`config.mk`:
```
export PLATFORM = sky130hd
export DESIGN_NAME = seg_display_scheduler
export DESIGN_NICKNAME = d
export VERILOG_FILES = /design/src/rtl/seg_display_scheduler_pkg.sv /design/src/rtl/seg_tick_gen.sv /design/src/rtl/seg_display_scheduler.sv
export SDC_FILE = /design/constraint.sdc
export NUM_CORES = 1
export LEC_CHECK = 0
export BUFFER_PORTS_ARGS = -buffer_cell sky130_fd_sc_hd__buf_2
export CAP_MARGIN = 40
export CORE_MARGIN = 10
export CORE_UTILIZATION = 47
export CTS_CLUSTER_SIZE = 40
export DETAILED_ROUTE_END_ITERATION = 10
export GPL_ROUTABILITY_DRIVEN = 1
export MAX_ROUTING_LAYER = met4
export PLACE_DENSITY = 0.8
export SETUP_SLACK_MARGIN = 0.05
export SLEW_MARGIN = 0
export SYNTH_ARGS = -nofsm -noshare
export SYNTH_HDL_FRONTEND = slang
export SYNTH_SLANG_ARGS = --single-unit
```
`constraint.sdc`:
```
create_clock -name clk -period 2.7 [get_ports clk]
set_input_delay 0.27 -clock clk [delete_from_list [all_inputs] [get_ports clk]]
set_output_delay 0.27 -clock clk [all_outputs]
set_load 0.1 [all_outputs]
```
`src/rtl/seg_display_scheduler_pkg.sv`:
```
// Shared types and constants for the 4-digit display scheduler.
// Char codes are active-low {g,f,e,d,c,b,a}; anodes active-low.
package seg_display_scheduler_pkg;

  typedef enum logic {
    ST_IDLE = 1'b0,
    ST_SHOW = 1'b1
  } state_e;

  localparam logic [6:0] SEG_N     = 7'h2B;
  localparam logic [6:0] SEG_E     = 7'h06;
  localparam logic [6:0] SEG_R     = 7'h2F;
  localparam logic [6:0] SEG_P     = 7'h0C;
  localparam logic [6:0] SEG_X     = 7'h09;
  localparam logic [6:0] SEG_O     = 7'h40;
  localparam logic [6:0] SEG_BLANK = 7'h7F;

  localparam logic [3:0] AN_OFF = 4'b1111;
  localparam logic [3:0] AN_D0  = 4'b0111;
  localparam logic [3:0] AN_D1  = 4'b1011;
  localparam logic [3:0] AN_D2  = 4'b1101;
  localparam logic [3:0] AN_D3  = 4'b1110;

  localparam int unsigned REQ_WIN   = 0;
  localparam int unsigned REQ_TURN  = 1;
  localparam int unsigned REQ_ERR   = 2;
  localparam int unsigned REQ_IDLE  = 3;

  function automatic logic [3:0] an_pattern(
    input logic [1:0] d
  );
    logic [3:0] p;
    p = AN_OFF;
    unique case (d)
      2'd0: p = AN_D0;
      2'd1: p = AN_D1;
      2'd2: p = AN_D2;
      2'd3: p = AN_D3;
    endcase
    return p;
  endfunction

endpackage

```
`src/rtl/seg_tick_gen.sv`:
```
// Digit-slot divider: counts 0..DIV-1, tick high while at DIV-1.
// Ports: clk, rst (sync, active-high) in; tick out (1 clk wide).
module seg_tick_gen #(
  parameter int unsigned DIV = 65536
) (
  input  logic clk,
  input  logic rst,
  output logic tick
);

  localparam int unsigned W = (DIV > 1) ? $clog2(DIV) : 1;
  localparam logic [W-1:0] MAX = W'(DIV - 1);

  logic [W-1:0] cnt_q;
  logic [W-1:0] cnt_d;

  always_comb begin
    cnt_d = (cnt_q == MAX) ? '0 : cnt_q + 1'b1;
  end

  always_ff @(posedge clk) begin
    if (rst) begin
      cnt_q <= '0;
    end else begin
      cnt_q <= cnt_d;
    end
  end

  assign tick = (cnt_q == MAX);

endmodule

```
`src/rtl/seg_display_scheduler.sv`:
```
// Scans a 4-digit 7-seg display and shares it among 4 requesters
// with fixed priority, minimum hold and frame-boundary swaps.
// Ports: clk, rst (sync, active-high), req[3:0] (bit0 highest),
//   msg[111:0] (28b per requester, char0 in top 7b), blink[3:0] in;
//   seg[6:0], an[3:0] (active-low), grant[3:0] one-hot, busy out.
module seg_display_scheduler #(
  parameter int unsigned REFRESH_DIV  = 65536,
  parameter int unsigned HOLD_FRAMES  = 64,
  parameter int unsigned BLINK_FRAMES = 96
) (
  input  logic         clk,
  input  logic         rst,
  input  logic [3:0]   req,
  input  logic [111:0] msg,
  input  logic [3:0]   blink,
  output logic [6:0]   seg,
  output logic [3:0]   an,
  output logic [3:0]   grant,
  output logic         busy
);

  import seg_display_scheduler_pkg::*;

  localparam int unsigned HW =
    (HOLD_FRAMES > 1) ? $clog2(HOLD_FRAMES) : 1;
  localparam int unsigned BW =
    (BLINK_FRAMES > 1) ? $clog2(BLINK_FRAMES) : 1;

  logic tick;

  seg_tick_gen #(
    .DIV (REFRESH_DIV)
  ) u_tick (
    .clk  (clk),
    .rst  (rst),
    .tick (tick)
  );

  state_e        state_q, state_d;
  logic [3:0]    owner_q, owner_d;
  logic [HW-1:0] hold_q, hold_d;
  logic [27:0]   shadow_q, shadow_d;
  logic          sblink_q, sblink_d;
  logic          phase_q, phase_d;
  logic [BW-1:0] bcnt_q, bcnt_d;
  logic [1:0]    digit_q, digit_d;
  logic [6:0]    seg_q, seg_d;
  logic [3:0]    an_q, an_d;

  logic          frame_end;
  logic          keep;
  logic [3:0]    pick;
  logic [3:0]    tgt;
  logic [27:0]   sel_msg;
  logic          sel_blink;
  logic [6:0]    chr;
  logic          lit;

  assign frame_end = tick & (digit_q == 2'd3);
  assign keep      = (|(owner_q & req)) & (hold_q != '0);
  // lowest set bit = highest priority requester
  assign pick      = req & (~req + 4'd1);
  assign tgt       = keep ? owner_q : pick;

  // content of whoever owns the next frame
  always_comb begin
    sel_msg   = '0;
    sel_blink = 1'b0;
    for (int i = 0; i < 4; i++) begin
      if (tgt[i]) begin
        sel_msg   = msg[28*i +: 28];
        sel_blink = blink[i];
      end
    end
  end

  always_ff @(posedge clk) begin
    if (rst) begin
      state_q  <= ST_IDLE;
      owner_q  <= '0;
      hold_q   <= '0;
      shadow_q <= {4{SEG_BLANK}};
      sblink_q <= 1'b0;
      phase_q  <= 1'b1;
      bcnt_q   <= '0;
      digit_q  <= '0;
      seg_q    <= SEG_BLANK;
      an_q     <= AN_OFF;
    end else begin
      state_q  <= state_d;
      owner_q  <= owner_d;
      hold_q   <= hold_d;
      shadow_q <= shadow_d;
      sblink_q <= sblink_d;
      phase_q  <= phase_d;
      bcnt_q   <= bcnt_d;
      digit_q  <= digit_d;
      seg_q    <= seg_d;
      an_q     <= an_d;
    end
  end

  always_comb begin
    state_d  = state_q;
    owner_d  = owner_q;
    hold_d   = hold_q;
    shadow_d = shadow_q;
    sblink_d = sblink_q;
    phase_d  = phase_q;
    bcnt_d   = bcnt_q;
    digit_d  = tick ? digit_q + 2'd1 : digit_q;
    if (frame_end) begin
      if (keep) begin
        hold_d = hold_q - 1'b1;
      end else if (|req) begin
        owner_d = pick;
        state_d = ST_SHOW;
        // self re-grant leaves hold untouched
        if (pick != owner_q) begin
          hold_d = HW'(HOLD_FRAMES - 1);
        end
      end else begin
        owner_d = '0;
        state_d = ST_IDLE;
        hold_d  = '0;
      end
      shadow_d = (|tgt) ? sel_msg : {4{SEG_BLANK}};
      sblink_d = sel_blink;
      if (owner_d != owner_q) begin
        phase_d = 1'b1;
        bcnt_d  = '0;
      end else if (bcnt_q == BW'(BLINK_FRAMES - 1)) begin
        phase_d = ~phase_q;
        bcnt_d  = '0;
      end else begin
        bcnt_d = bcnt_q + 1'b1;
      end
    end
  end

  // outputs follow the *next* frame state so a swap
  // lands exactly on the first digit of the new frame
  always_comb begin
    chr = SEG_BLANK;
    unique case (digit_d)
      2'd0: chr = shadow_d[27:21];
      2'd1: chr = shadow_d[20:14];
      2'd2: chr = shadow_d[13:7];
      2'd3: chr = shadow_d[6:0];
    endcase
    lit   = (state_d == ST_SHOW) & ~(sblink_d & ~phase_d);
    seg_d = seg_q;
    an_d  = an_q;
    if (tick) begin
      seg_d = lit ? chr : SEG_BLANK;
      an_d  = lit ? an_pattern(digit_d) : AN_OFF;
    end
  end

  assign seg   = seg_q;
  assign an    = an_q;
  assign grant = owner_q;
  assign busy  = (state_q == ST_SHOW);

endmodule

```
# == Yosys cells after proc, flatten, opt, wreduce, memory -nomap -nowiden ==
# Index checks and enable logic that the tools add are counted.
# totals
mem_bits_ro,0
reg_bits,77
inputBits,122
mem_bits_rw,0
latchBits,0
memories,0
output_inout_bits,16
# op_classes
n_bitwise,10
n_eq_ne,9
n_mux,31
mul,0
n_reduce_logical,7
div_mod_pow,0
addsub,5
n_shift,0
n_lt_le_gt_ge,0
# op_table
op,count
$mux W28,6
$pmux W7 S4,1
$mux W7,3
$mux W4,5
$mux W6,3
$add A16 B1 Y16 const B,1
$eq A16 B16 Y1 const B,1
$pmux W4 S4,1
$reduce_or A4 Y1,3
$mux W1,11
$and A4 B4 Y4,2
$ne A4 B4 Y1,2
$add A7 B1 Y7 const B,1
$eq A7 B7 Y1 const B,1
$eq A2 B2 Y1 const B,3
$reduce_bool A6 Y1,1
$sub A6 B1 Y6 const B,1
$add A4 B1 Y4 const B,1
$and A1 B1 Y1,4
$not A4 Y4,1
$ne A3 B2 Y1 const B,1
$not A1 Y1,3
$add A2 B1 Y2 const B,1
$eq A2 B1 Y1 const B,1
4 further kinds,4

# == Logic depth before layout (Yosys ltp) ==
# Gate-level depths: netlist of the first run.
# depth
word_depth,14
ltp_mapped,14
mapped_depth_nobuf,10

# == Hierarchy ==
# A second synthesis of the first run with hierarchy kept.
# unflattened
cells_unflattened,606
area_unflattened_um2,4729.5
# modules_own_cells
mod,n_inst,cells_each,area_per_inst_um2
seg_display_scheduler,1,528,4042.6
seg_tick_gen,1,78,686.9

# == Worst setup path after synthesis of the first run ==
# Ideal clock, no wire load.
# synth_timing
path_kind,register to register
startpoint,"register owner_q[0], in the netlist grant[0]"
endpoint,"register seg_q[3], in the netlist seg[3]"
synth_period_minus_slack_ns,3.304
t_arrival_ns,3.182
slack_ns,-0.604
path_buffers,3
required_time_ns,2.578
path_stages_with_launch,13
cell_sequence,dfxtp_1 ha_1 a221o_1 o22a_1 buf_6 mux2_4 buf_6 buf_6 a221oi_2 nor4b_1 a21oi_1 o211ai_1 o32a_1
# synth_between
elab_chain_len,13
elab_cells_between_ends,29
# synth_rtl
element,line,source
start: declaration,seg_display_scheduler.sv:40,"logic [3:0] owner_q, owner_d;"
start signal: assignment,seg_display_scheduler.sv:91,owner_q <= owner_d;
"parallel branches: the longest is 12 deep, another holds $mux W28",-,
$mux W7 (*),seg_display_scheduler.sv:155,seg_d = lit ? chr : SEG_BLANK;
end signal: assignment,seg_display_scheduler.sv:98,seg_q <= seg_d;
end: declaration,seg_display_scheduler.sv:47,"logic [6:0] seg_q, seg_d;"
# Mark *: on every way between the ends. The select of a mux whose other input is x is not followed.
# A chain may end at the register's enable or synchronous reset.

# == Worst setup path after layout of the first run ==
# layout_timing
startpoint,register hold_q[0]
endpoint,"register seg_q[6], in the netlist seg[6]"
# layout_between
elab_chain_len,12
elab_cells_between_ends,28
# layout_rtl
element,line,source
start: declaration,seg_display_scheduler.sv:41,"logic [HW-1:0] hold_q, hold_d;"
start signal: assignment,seg_display_scheduler.sv:92,hold_q <= hold_d;
$reduce_bool A6 Y1 (*),seg_display_scheduler.sv:60,assign keep = (|(owner_q & req)) & (hold_q != '0);
$and A1 B1 Y1 (*),seg_display_scheduler.sv:60,
"parallel branches: the longest is 9 deep, another holds $mux W28",-,
$mux W7 (*),seg_display_scheduler.sv:155,
# Marks and branches as above.

==> results by group, run 1 <==
Layout
  • Fin cells: 844
  • Layout Nets: 855
  • Diodes inserted: 0
  • Commonest non-fill, non-tap cell in the layout: buf_2
  • Area delta synth->final: 41.79%
  • Fraction of layout cells with a size suffix above 1: 40.65%
  • Commonest non-fill, non-tap cells in the layout: buf_2, nor2_1, dfxtp_1
  • Post-route cell area: 6266 um2

Route
  • First-iteration detailed-routing DRC count: 551
  • Highest routed layer: met4
  • DR vias: 5,089
  • Met3 wire length: 1.452 mm
  • Antenna viol nets, final: 0
  • DR pass1 iterations: 6
  • WL met1: 6.060 mm
  • Routed WL per cell: 19.02 um
  • Vias per inst: 6.030
  • Routed met2 length: 7.955 mm
  • WL final: 16.05 mm
  • DRC errors left: 0

Timing
  • Fmax: 0.3394 GHz
  • Period minus WS final: 2.946 ns
  • Final setup viols: 11
  • Setup TNS: -1.364 ns
  • Worst-margin pin slew: 0.7013 ns
  • RSZ-0062 raised after global routing: true
  • Worst Clk Skew: 0.01353 ns
  • Worst setup margin: -0.2463 ns
  • Slew Limit Headroom: 52.85%
  • Slew Limit Fails: 0
  • Final hold vios: 0
  • Final period utilization: 109.1%

Power and ir drop
  • Sw frac: 27.42%
  • Highest ir drop seen on vdd: 0.2420 mV
  • Reg power frac: 50.3%
  • Leak Pwr: 2.645 nW
  • Cell Int Power: 1.644 mW
  • Total power: 2.265 mW
  • Clock share of power: 35.6%
  • Logic gate share of total power: 14.1%
  • Psw: 0.6209 mW
  • Power per cell area: 361.4 nW/um2

Worst setup path
  • Crit path kind: flop to flop
  • CP max-delay cell: mux4_2
  • Arrival time worst endpoint: 3.22 ns
  • CP peak stage delay: 0.48 ns
  • Setup crit end kind: flop
  • CP most frequent cell: buf_4
  • Crit-path cells: inv_2 > ha_4 > or3b_4 > buf_4 > o21ai_0 > buf_4 > o2bb2ai_4 > buf_12 > o31ai_1 > o21ai_1 > mux4_2 > a21oi_1
  • Reg2Reg Launch Point: hold_q[0]
  • Start point of the critical path: hold_q[0]
  • Max FO, Critical Path: 27
  • Delay-heaviest family, CP: compound AO/OA/AOI/OAI gates
  • Buf+Inv Stages, Crit Path: 4
  • Startpoint Class: flop
  • WP data required: 2.97 ns

Global routing
  • Vias in the first global route: 4,872
  • Global Route Usage Sum: 21.68%
  • Largest net degree at the start of global routing: 33
  • First-pass GRT wire length: 23.43 mm
  • Initial antenna violation count: 0
  • Overflow after GRT: 0

Outcome
  • Failing checks: setup timing
  • Status: finished with violations

Logic synthesis
  • Synth area leader: dfxtp_1
  • Yosys reg bits: 77
  • Synth unique cells: 61
  • Post-synthesis instance total: 538
  • Syn nets: 665
  • Ys Warns: 0
  • Post-synth EDFFs: 0
  • Synth top area share: 34.88%
  • Register area share after synthesis: 34.88%
  • Async SR Flop Fraction: 0%
  • Largest cells by area after synthesis: dfxtp_1, nor2_1, a21oi_1
  • Syn Area/Cell: 8.214 um2
  • Cell Area, Synth: 4419 um2
  • Ys flop type: dfxtp_1

Die
  • Initial core utilization: 48.05%
  • Core area: 9196 um2
  • Row count: 35
  • Die area: 13,680 um2
  • DIE HEIGHT: 117.0 um
  • Io pins: 138
  • Die Width: 117.0 um

CTS
  • CTS tree: yes
  • Reg clk slew, reported paths: 0.09 ns
  • Clk root buf: clkbuf_8
  • Worst-skew pair later-pin latency: 0.36 ns
  • CTS sink cnt: 77
  • Hold Buf Count CTS: 0
  • CTS Buf Count: 9
  • H-tree levels: 3
  • Clock Path Buffers: 2

Place
  • Pre-CTS setup slack: -0.2424 ns
  • Port bufs: 137
  • Gpl congestion: 0.9077
  • HPWL after DPL: 11.41 mm
  • Placed insts: 814
  • Placed Area: 5743 um2

Worst hold path
  • Hold Startpoint: msg[98]
  • HP Class: primary input to flop

Job
  • Max-Cap Viols: 0
[metrics by stage]
stage          util (%)  hold WS [ns]
2_1_floorplan         -        0.3779
3_3_place_gp      62.45        0.4419
3_5_place_dp      62.45        0.4538
4_1_cts           65.24        0.2933
5_1_grt           68.14        0.3128
6_report          68.14        0.2886
[state kept, by name, summed over array words and instances (netlist names)]
| name | count |
|---|---|
| an | 4 |
| bcnt_q | 7 |
| busy | 1 |
| digit_q | 2 |
| grant | 4 |
| hold_q | 6 |
| phase_q | 1 |
| sblink_q | 1 |
| seg | 7 |
| shadow_q | 28 |
| u_tick.cnt_q | 16 |
[metal layers]
layer	vias up	global-route usage, %
li1	2381	-
met1	2360	23.74
met2	289	36.67
met3	59	4.740
met4	0	10.54
met5	-	-
[path summary, 6_finish.rpt]
path	to	slack (ns)	cells past startpoint
worst max-delay path	seg[6]	-0.25	12
worst min register to register	u_tick.cnt_q[0]	0.47	1
worst max register to register	seg[6]	-0.25	12
worst min-delay path	shadow_q[14]	0.29	5
[kinds of logic after synthesis]
family	share of synthesized area (%)
simple gates	22.76
compound gates	27.92
flops	34.88
buf+inv	5.039
xor+xnor	4.558
mux	3.426
fa+ha+maj	1.416
[power by group through the flow]
stage / Sequential [mW] / Combinational [mW] / Clock, mW
floorplan: 1.16 / 0.129 / 0
global placement: 1.17 / 0.266 / 0
detailed placement: 1.17 / 0.273 / 0
CTS: 1.14 / 0.282 / 0.813
global route: 1.14 / 0.341 / 0.870
finish: 1.14 / 0.320 / 0.806
[final cells by class]
class                      count  area (um2)
sequential                    77        1556
tap                          111       138.9
clock inverter                 7       55.05
multi-input combinational    420        2973
fill                         689        2930
clock buffer                   9       123.9
inverter                       6       22.52
timing repair buffer         214        1396
[worst min-delay path: cells and delay by family]
family	cells	cell delay (ns)
AO/OA/AOI/OAI	3	0.20
buffers and inverters	1	0.08
AND/OR/NAND/NOR	1	0.07
[Yosys cell counts, drive strengths merged, types with 3 or more instances]
cell type	count
nor3	11
and3	3
dfxtp	77
or2	5
o21ai	30
a21oi	52
a22oi	3
buf	15
nor2b	4
or4	4
ha	5
mux2	3
a31oi	5
nand2	30
xor2	14
or3	8
o32a	4
o22ai	6
nand4	6
nand2b	25
nand3	14
clkbuf	23
o32ai	3
nor4b	3
o31ai	22
mux4	4
a221oi	29
xnor2	9
nor2	85
inv	5
[repair_timing]
action,4_1_cts,5_1_grt
pin swaps,0,11
cloned,1,3
resized for setup,13,28
buffers inserted,2,8
hold endpoints to repair,0,0
setup endpoints to repair,16,28
Power figures use the tool's default switching activity.
==> run 2: changes to the inputs <==
--- a/config.mk
+++ b/config.mk
@@ -6,9 +6,12 @@
 export NUM_CORES = 1
 export LEC_CHECK = 0
 export BUFFER_PORTS_ARGS = -buffer_cell sky130_fd_sc_hd__buf_2
-export CAP_MARGIN = 40
+export CAP_MARGIN = 20
+export CELL_PAD_IN_SITES_DETAIL_PLACEMENT = 1
+export CELL_PAD_IN_SITES_GLOBAL_PLACEMENT = 1
+export CORE_ASPECT_RATIO = 1.2
 export CORE_MARGIN = 10
-export CORE_UTILIZATION = 47
+export CORE_UTILIZATION = 34
 export CTS_CLUSTER_SIZE = 40
 export DETAILED_ROUTE_END_ITERATION = 10
 export GPL_ROUTABILITY_DRIVEN = 1
==> run 2 against run 1 <==
  * The run still ends with setup timing left
  * Non-clock buffer count is 46 higher
  * Combinational power is 29% higher
  * Clock power is 46% higher
  * Via count is 15% higher
  * Die area is 31% higher
  * Critical endpoint is now seg[1]
  * Register-to-register slack worse by 0.18 ns
  * Largest power group is now the clock network
  * First-iteration DRC count is 12% lower
==> results by group, run 2 (synthesized netlist as in run 1, its figures left out) <==
Worst setup path
  • Worst setup path end: seg[1] (was seg[6])
  • Max FO, Critical Path: 6 (was 27)
  • CP max-delay cell: mux4_2 (unchanged)
  • Stages on the worst setup path: 13 (was 12)
  • Reg-to-Reg End: seg[1] (was seg[6])
  • Reg2Reg Launch Point: hold_q[0] (unchanged)
  • Delay-heaviest family, CP: compound AO/OA/AOI/OAI gates (unchanged)
  • Start point of the critical path: hold_q[0] (unchanged)
  • Crit path kind: flop to flop (unchanged)
  • Buf+Inv Stages, Crit Path: 4 (unchanged)
  • Reg2reg path depth: 13 (was 12)
  • Worst R2R Setup Slack: -0.43 ns (was -0.25 ns)
  • Setup crit end kind: flop (unchanged)
  • Crit-path cells: inv_2 > ha_4 > or3b_4 > o22ai_4 > buf_12 > mux2i_4 > buf_6 > buf_8 > nor2_1 > o31ai_1 > o21ai_1 > mux4_2 > a21oi_2 (was inv_2 > ha_4 > or3b_4 > buf_4 > o21ai_0 > buf_4 > o2bb2ai_4 > buf_12 > o31ai_1 > o21ai_1 > mux4_2 > a21oi_1)
  • Startpoint Class: flop (unchanged)
  • CP peak stage delay: 0.50 ns (was 0.48 ns)
  • Arrival time worst endpoint: 3.41 ns (was 3.22 ns)
  • WP data required: 2.99 ns (was 2.97 ns)

CTS
  • Reg clk slew, reported paths: 0.08 ns (was 0.09 ns)
  • Clock Path Buffers: 2 (unchanged)
  • CTS sink cnt: 77 (unchanged)
  • CTS tree: yes (unchanged)
  • Hold Buf Count CTS: 0 (unchanged)
  • CTS Buf Count: 9 (unchanged)
  • H-tree levels: 3 (unchanged)
  • Clk root buf: clkbuf_16 (was clkbuf_8)
  • Worst-skew pair later-pin latency: 0.36 ns (about the same)

Route
  • DR pass1 iterations: 7 (was 6)
  • Routed WL per cell: 27.23 um (was 19.02 um)
  • Routed met2 length: 12.95 mm (was 7.955 mm)
  • WL final: 25.68 mm (was 16.05 mm)
  • Vias per inst: 6.197 (was 6.030)
  • First-iteration detailed-routing DRC count: 486 (was 551)
  • WL met1: 9.217 mm (was 6.060 mm)
  • DRC errors left: 0 (unchanged)
  • Highest routed layer: met4 (unchanged)
  • Antenna viol nets, final: 0 (unchanged)
  • Met3 wire length: 1.931 mm (was 1.452 mm)
  • DR vias: 5,844 (was 5,089)

Layout
  • Commonest non-fill, non-tap cell in the layout: buf_2 (unchanged)
  • Area delta synth->final: 63.19% (was 41.79%)
  • Commonest non-fill, non-tap cells in the layout: buf_2, buf_4, nor2_1 (was buf_2, nor2_1, dfxtp_1)
  • Top flop regs: shadow_q x28, u_tick.cnt_q x16 (unchanged)
  • Biggest register: shadow_q (unchanged)
  • Final Util: 56.93% (was 68.14%)
  • Max FFs per register: 28 (unchanged)
  • Fraction of layout cells with a size suffix above 1: 50.77% (was 40.65%)
  • Fin cells: 943 (was 844)
  • Layout Nets: 898 (was 855)
  • Fill cells: 1,471 (was 689)
  • Post-route cell area: 7212 um2 (was 6266 um2)

Timing
  • RSZ-0062 raised after global routing: true (unchanged)
  • Final period utilization: 115.7% (was 109.1%)
  • Worst-margin pin slew: 0.7137 ns (was 0.7013 ns)
  • Worst Clk Skew: 0.01844 ns (was 0.01353 ns)
  • Period minus WS final: 3.125 ns (was 2.946 ns)
  • Slew Limit Fails: 0 (unchanged)
  • Slew Limit Headroom: 52.01% (was 52.85%)
  • Setup TNS: -6.249 ns (was -1.364 ns)
  • Worst hold slack: 0.3170 ns (was 0.2886 ns)
  • Final hold vios: 0 (unchanged)
  • Final setup viols: 34 (was 11)
  • Fmax: 0.3200 GHz (was 0.3394 GHz)
  • Worst setup margin: -0.4251 ns (was -0.2463 ns)

Die
  • DIE HEIGHT: 144.9 um (was 117.0 um)
  • Row count: 45 (was 35)
  • Die area: 17,980 um2 (was 13,680 um2)
  • Core area: 12,670 um2 (was 9196 um2)
  • Initial core utilization: 34.88% (was 48.05%)
  • Io pins: 138 (unchanged)
  • Die Width: 124.1 um (was 117.0 um)

Power and ir drop
  • Leak Pwr: 2.975 nW (was 2.645 nW)
  • Total power: 2.727 mW (was 2.265 mW)
  • Power per cell area: 378.1 nW/um2 (was 361.4 nW/um2)
  • Highest ir drop seen on vdd: 0.2601 mV (was 0.2420 mV)

Global routing
  • Largest net degree at the start of global routing: 50 (was 33)
  • First-pass GRT wire length: 31.85 mm (was 23.43 mm)
  • Vias in the first global route: 5,895 (was 4,872)
  • Initial antenna violation count: 2 (was 0)
  • Global Route Usage Sum: 23.01% (was 21.68%)
  • Overflow after GRT: 0 (unchanged)

Place
  • Placed Area: 5892 um2 (was 5743 um2)
  • Placed insts: 878 (was 814)
  • Port bufs: 137 (unchanged)
  • Pre-CTS setup slack: -0.4759 ns (was -0.2424 ns)
  • HPWL after DPL: 13.99 mm (was 11.41 mm)
  • Gpl congestion: 0.9369 (was 0.9077)

Outcome
  • Failing checks: setup timing (unchanged)
  • Status: finished with violations (unchanged)

Worst hold path
  • HP Class: primary input to flop (unchanged)

Job
  • Max-Cap Viols: 0 (unchanged)
run 2: worst min-delay path by stage:
stage                         start  cells after the start         endpoint  slack [ns]
floorplan                       rst                      2          phase_q        0.38
global placement    u_tick.cnt_q[0]                      1  u_tick.cnt_q[0]        0.44
detailed placement  u_tick.cnt_q[0]                      1  u_tick.cnt_q[0]        0.46
CTS                         msg[92]                      5      shadow_q[8]        0.32
global route               msg[101]                      5     shadow_q[17]        0.35
finish                     msg[101]                      5     shadow_q[17]        0.32
run 2: timing repair:
item,CTS,global route
setup buffers,24,17
setup endpoints to repair,28,42
gates cloned,4,4
resized for setup,63,72
pin swaps,18,33
run 2: layout make-up:
type / count / area, um2 / share of cell area [%]
multi-input combinational: 417 / 3268 / 45.32
timing repair buffer: 260 / 1877 / 26.02
sequential: 77 / 1556 / 21.58
clock buffer: 9 / 225.2 / 3.123
tap: 164 / 205.2 / 2.845
clock inverter: 7 / 50.05 / 0.6940
inverter: 6 / 22.52 / 0.3123
antenna: 3 / 7.507 / 0.1041
run 2: report_power, final:
part | internal (mW) | total, mW | switching [mW]
clock network | 0.626 | 1.18 | 0.549
logic | 0.199 | 0.412 | 0.213
registers | 1.14 | 1.14 | 0.00348
total | 1.96 | 2.73 | 0.765
run 2: routing by layer:
layer  track usage, %  up-vias
li1                 -     2476
met1            23.66     2881
met2            40.86      359
met3            4.186      128
met4            11.77        0
met5                -        -
run 2: tightest hold or removal path, stage by stage:
cell,delay (ns)
buf_2,0.09
a21oi_2,0.05
o31ai_2,0.06
o21ai_1,0.09
nand2b_1,0.08
==> run 3: changes to the inputs <==
--- a/config.mk
+++ b/config.mk
@@ -8,15 +8,15 @@
 export BUFFER_PORTS_ARGS = -buffer_cell sky130_fd_sc_hd__buf_2
 export CAP_MARGIN = 20
 export CELL_PAD_IN_SITES_DETAIL_PLACEMENT = 1
-export CELL_PAD_IN_SITES_GLOBAL_PLACEMENT = 1
+export CELL_PAD_IN_SITES_GLOBAL_PLACEMENT = 2
 export CORE_ASPECT_RATIO = 1.2
 export CORE_MARGIN = 10
-export CORE_UTILIZATION = 34
+export CORE_UTILIZATION = 26
 export CTS_CLUSTER_SIZE = 40
 export DETAILED_ROUTE_END_ITERATION = 10
 export GPL_ROUTABILITY_DRIVEN = 1
 export MAX_ROUTING_LAYER = met4
-export PLACE_DENSITY = 0.8
+export PLACE_DENSITY = 0.79
 export SETUP_SLACK_MARGIN = 0.05
 export SLEW_MARGIN = 0
 export SYNTH_ARGS = -nofsm -noshare
==> constraint.sdc (replaced) <==
create_clock -name clk -period 2.7 [get_ports clk]
set_input_delay 0.135 -clock clk [delete_from_list [all_inputs] [get_ports clk]]
set_output_delay 0.135 -clock clk [all_outputs]
set_load 0.1 [all_outputs]
==> run 3 against run 2 <==
  * The flow still finishes with violations (setup timing)
  * First-iteration DRC count is 61% lower
  * Core utilization is 14 points lower
  * Sequential power hardly changed
  * Clock skew is 0.012 ns lower
  * Wire length is 24% lower
  * Register-to-register slack better by 0.13 ns
  * Cell area is 1.1% lower
  * Via count is 13% lower
  * Count of clock-buffer cells in the layout is 1 higher
  * Clock power hardly changed
==> results by group, run 3 (synthesized netlist as in run 1, its figures left out) <==
Worst hold path
  • HP Class: primary input to flop (unchanged)
  • Hold Startpoint: blink[3] (was msg[101])
  • Worst hold path stage count: 3 (was 5)

Layout
  • Top flop regs: shadow_q x28, u_tick.cnt_q x16 (unchanged)
  • Layout Nets: 891 (was 898)
  • Post-route cell area: 7129 um2 (was 7212 um2)
  • Diodes inserted: 0 (was 3)
  • Biggest register: shadow_q (unchanged)
  • Area delta synth->final: 61.33% (was 63.19%)
  • Commonest non-fill, non-tap cells in the layout: buf_2, buf_4, nor2_1 (unchanged)
  • Fraction of layout cells with a size suffix above 1: 48.70% (was 50.77%)
  • Max FFs per register: 28 (unchanged)
  • Final Util: 42.47% (was 56.93%)
  • Commonest non-fill, non-tap cell in the layout: buf_2 (unchanged)
  • Fin cells: 984 (was 943)

Worst setup path
  • Startpoint Class: flop (unchanged)
  • WP data required: 2.98 ns (was 2.99 ns)
  • Max FO, Critical Path: 12 (was 6)
  • Reg2Reg Launch Point: hold_q[1] (was hold_q[0])
  • Start point of the critical path: hold_q[1] (was hold_q[0])
  • Reg2reg path depth: 12 (was 13)
  • Arrival time worst endpoint: 3.27 ns (was 3.41 ns)
  • Crit path kind: flop to flop (unchanged)
  • Setup crit end kind: flop (unchanged)

CTS
  • Reg clk slew, reported paths: 0.06 ns (was 0.08 ns)
  • Worst-skew pair later-pin latency: 0.34 ns (was 0.36 ns)
  • Clock Path Buffers: 2 (unchanged)
  • H-tree levels: 3 (unchanged)
  • CTS sink cnt: 77 (unchanged)
  • CTS tree: yes (unchanged)
  • CTS Buf Count: 9 (unchanged)
  • Clk root buf: clkbuf_16 (unchanged)

Place
  • Pre-CTS setup slack: -0.5240 ns (was -0.4759 ns)
  • HPWL after DPL: 13.86 mm (was 13.99 mm)
  • Placed Area: 5919 um2 (was 5892 um2)
  • Port bufs: 137 (unchanged)
  • Gpl congestion: 0.8904 (was 0.9369)
  • Placed insts: 925 (was 878)

Die
  • Io pins: 138 (unchanged)
  • Die area: 22,630 um2 (was 17,980 um2)
  • DIE HEIGHT: 162.8 um (was 144.9 um)
  • Core area: 16,790 um2 (was 12,670 um2)
  • Initial core utilization: 26.33% (was 34.88%)
  • Die Width: 139.0 um (was 124.1 um)
  • Row count: 52 (was 45)

Power and ir drop
  • Highest ir drop seen on vdd: 0.2917 mV (was 0.2601 mV)
  • Leak Pwr: 2.935 nW (was 2.975 nW)
  • Power per cell area: 379.5 nW/um2 (was 378.1 nW/um2)

Timing
  • Final hold vios: 0 (unchanged)
  • Worst Clk Skew: 0.006459 ns (was 0.01844 ns)
  • Period minus WS final: 2.990 ns (was 3.125 ns)
  • Final period utilization: 110.8% (was 115.7%)
  • RSZ-0062 raised after global routing: true (unchanged)
  • Fmax: 0.3344 GHz (was 0.3200 GHz)
  • Worst-margin pin slew: 0.7073 ns (was 0.7137 ns)
  • Worst setup margin: -0.2903 ns (was -0.4251 ns)
  • Final setup viols: 17 (was 34)
  • Slew Limit Fails: 0 (unchanged)
  • Slew Limit Headroom: 52.44% (was 52.01%)

Outcome
  • Status: finished with violations (unchanged)
  • Failing checks: setup timing (unchanged)

Global routing
  • Vias in the first global route: 5,580 (was 5,895)
  • Global Route Usage Sum: 16.80% (was 23.01%)
  • Overflow after GRT: 0 (unchanged)
  • Largest net degree at the start of global routing: 36 (was 50)
  • First-pass GRT wire length: 30.03 mm (was 31.85 mm)
  • Initial antenna violation count: 0 (was 2)

Route
  • Antenna viol nets, final: 0 (unchanged)
  • Routed WL per cell: 19.95 um (was 27.23 um)
  • Vias per inst: 5.189 (was 6.197)
  • DR vias: 5,106 (was 5,844)
  • DRC errors left: 0 (unchanged)
  • DR pass1 iterations: 4 (was 7)
  • First-iteration detailed-routing DRC count: 190 (was 486)
  • WL final: 19.63 mm (was 25.68 mm)

Job
  • Max-Cap Viols: 0 (unchanged)
-- run 3: cell types whose count changed in the layout (fill, tap and decap cells not counted), moves of 4 or more --
cell,before,now
a21oi_1,34,42
a21oi_2,15,8
nor2_2,8,2
nor2_4,2,8
buf_6,24,20
-- run 3: worst max-delay path: stages (launching register included) --
cell      delay (ns)
dfxtp_2         0.32
inv_2           0.07
ha_4            0.12
or3b_4          0.40
o22ai_4         0.25
buf_4           0.17
mux2_4          0.20
buf_6           0.21
a221oi_1        0.07
o31ai_1         0.29
o21ai_1         0.17
mux4_2          0.50
a21oi_2         0.15
-- run 3: through the flow --
stage | setup TNS, ns | power, mW | hold WS (ns)
after detailed placement | -2.441 | 1.450 | 0.4638
after global routing | -4.537 | 2.818 | 0.1892
after CTS | -2.330 | 2.707 | 0.1590
after global placement | -1.611 | 1.445 | 0.4598
after floorplan | -0.3707 | 1.294 | 0.2429
final | -2.124 | 2.706 | 0.1836
-- run 3: per-layer routing --
layer | vias to the layer above | GRT usage, % | wire length (um) | part of all wire (%)
li1 | 2440 | - | - | -
met1 | 2463 | 17.42 | 7875 | 40
met2 | 157 | 29.96 | 10050 | 51
met3 | 46 | 3.121 | 899 | 4.6
met4 | 0 | 8.452 | 803 | 4.1
met5 | - | - | 0 | 0
-- run 3: where the power goes --
part / leakage (nW) / total (mW) / switching, mW / internal [mW]
clock: 0.142 / 1.18 / 0.471 / 0.706
sequential: 0.626 / 1.14 / 0.00306 / 1.14
combinational: 2.17 / 0.389 / 0.190 / 0.199
total: 2.93 / 2.71 / 0.664 / 2.04
-- run 3: path summary, 6_finish.rpt --
path,end,slack [ns]
min,sblink_q,0.18
max,seg[6],-0.29
min reg2reg,shadow_q[17],0.49
max reg2reg,seg[6],-0.29
-- run 3: area by class of cell --
cell class                 count  area [um2]
clock buffer                  10       229.0
clock inverter                 5       51.30
fill                        1995        9657
inverter                       6       22.52
multi-input combinational    417        3201
sequential                    77        1556
tap                          216       270.3
timing repair buffer         253        1799
-- run 3: repair_timing --
action / CTS / global route
endpoints found under the setup margin: 21 / 42
setup buffers: 32 / 20
pin swaps: 23 / 32
resized for setup: 79 / 46
gates cloned: 3 / 0
hold buffers: 0 / 0
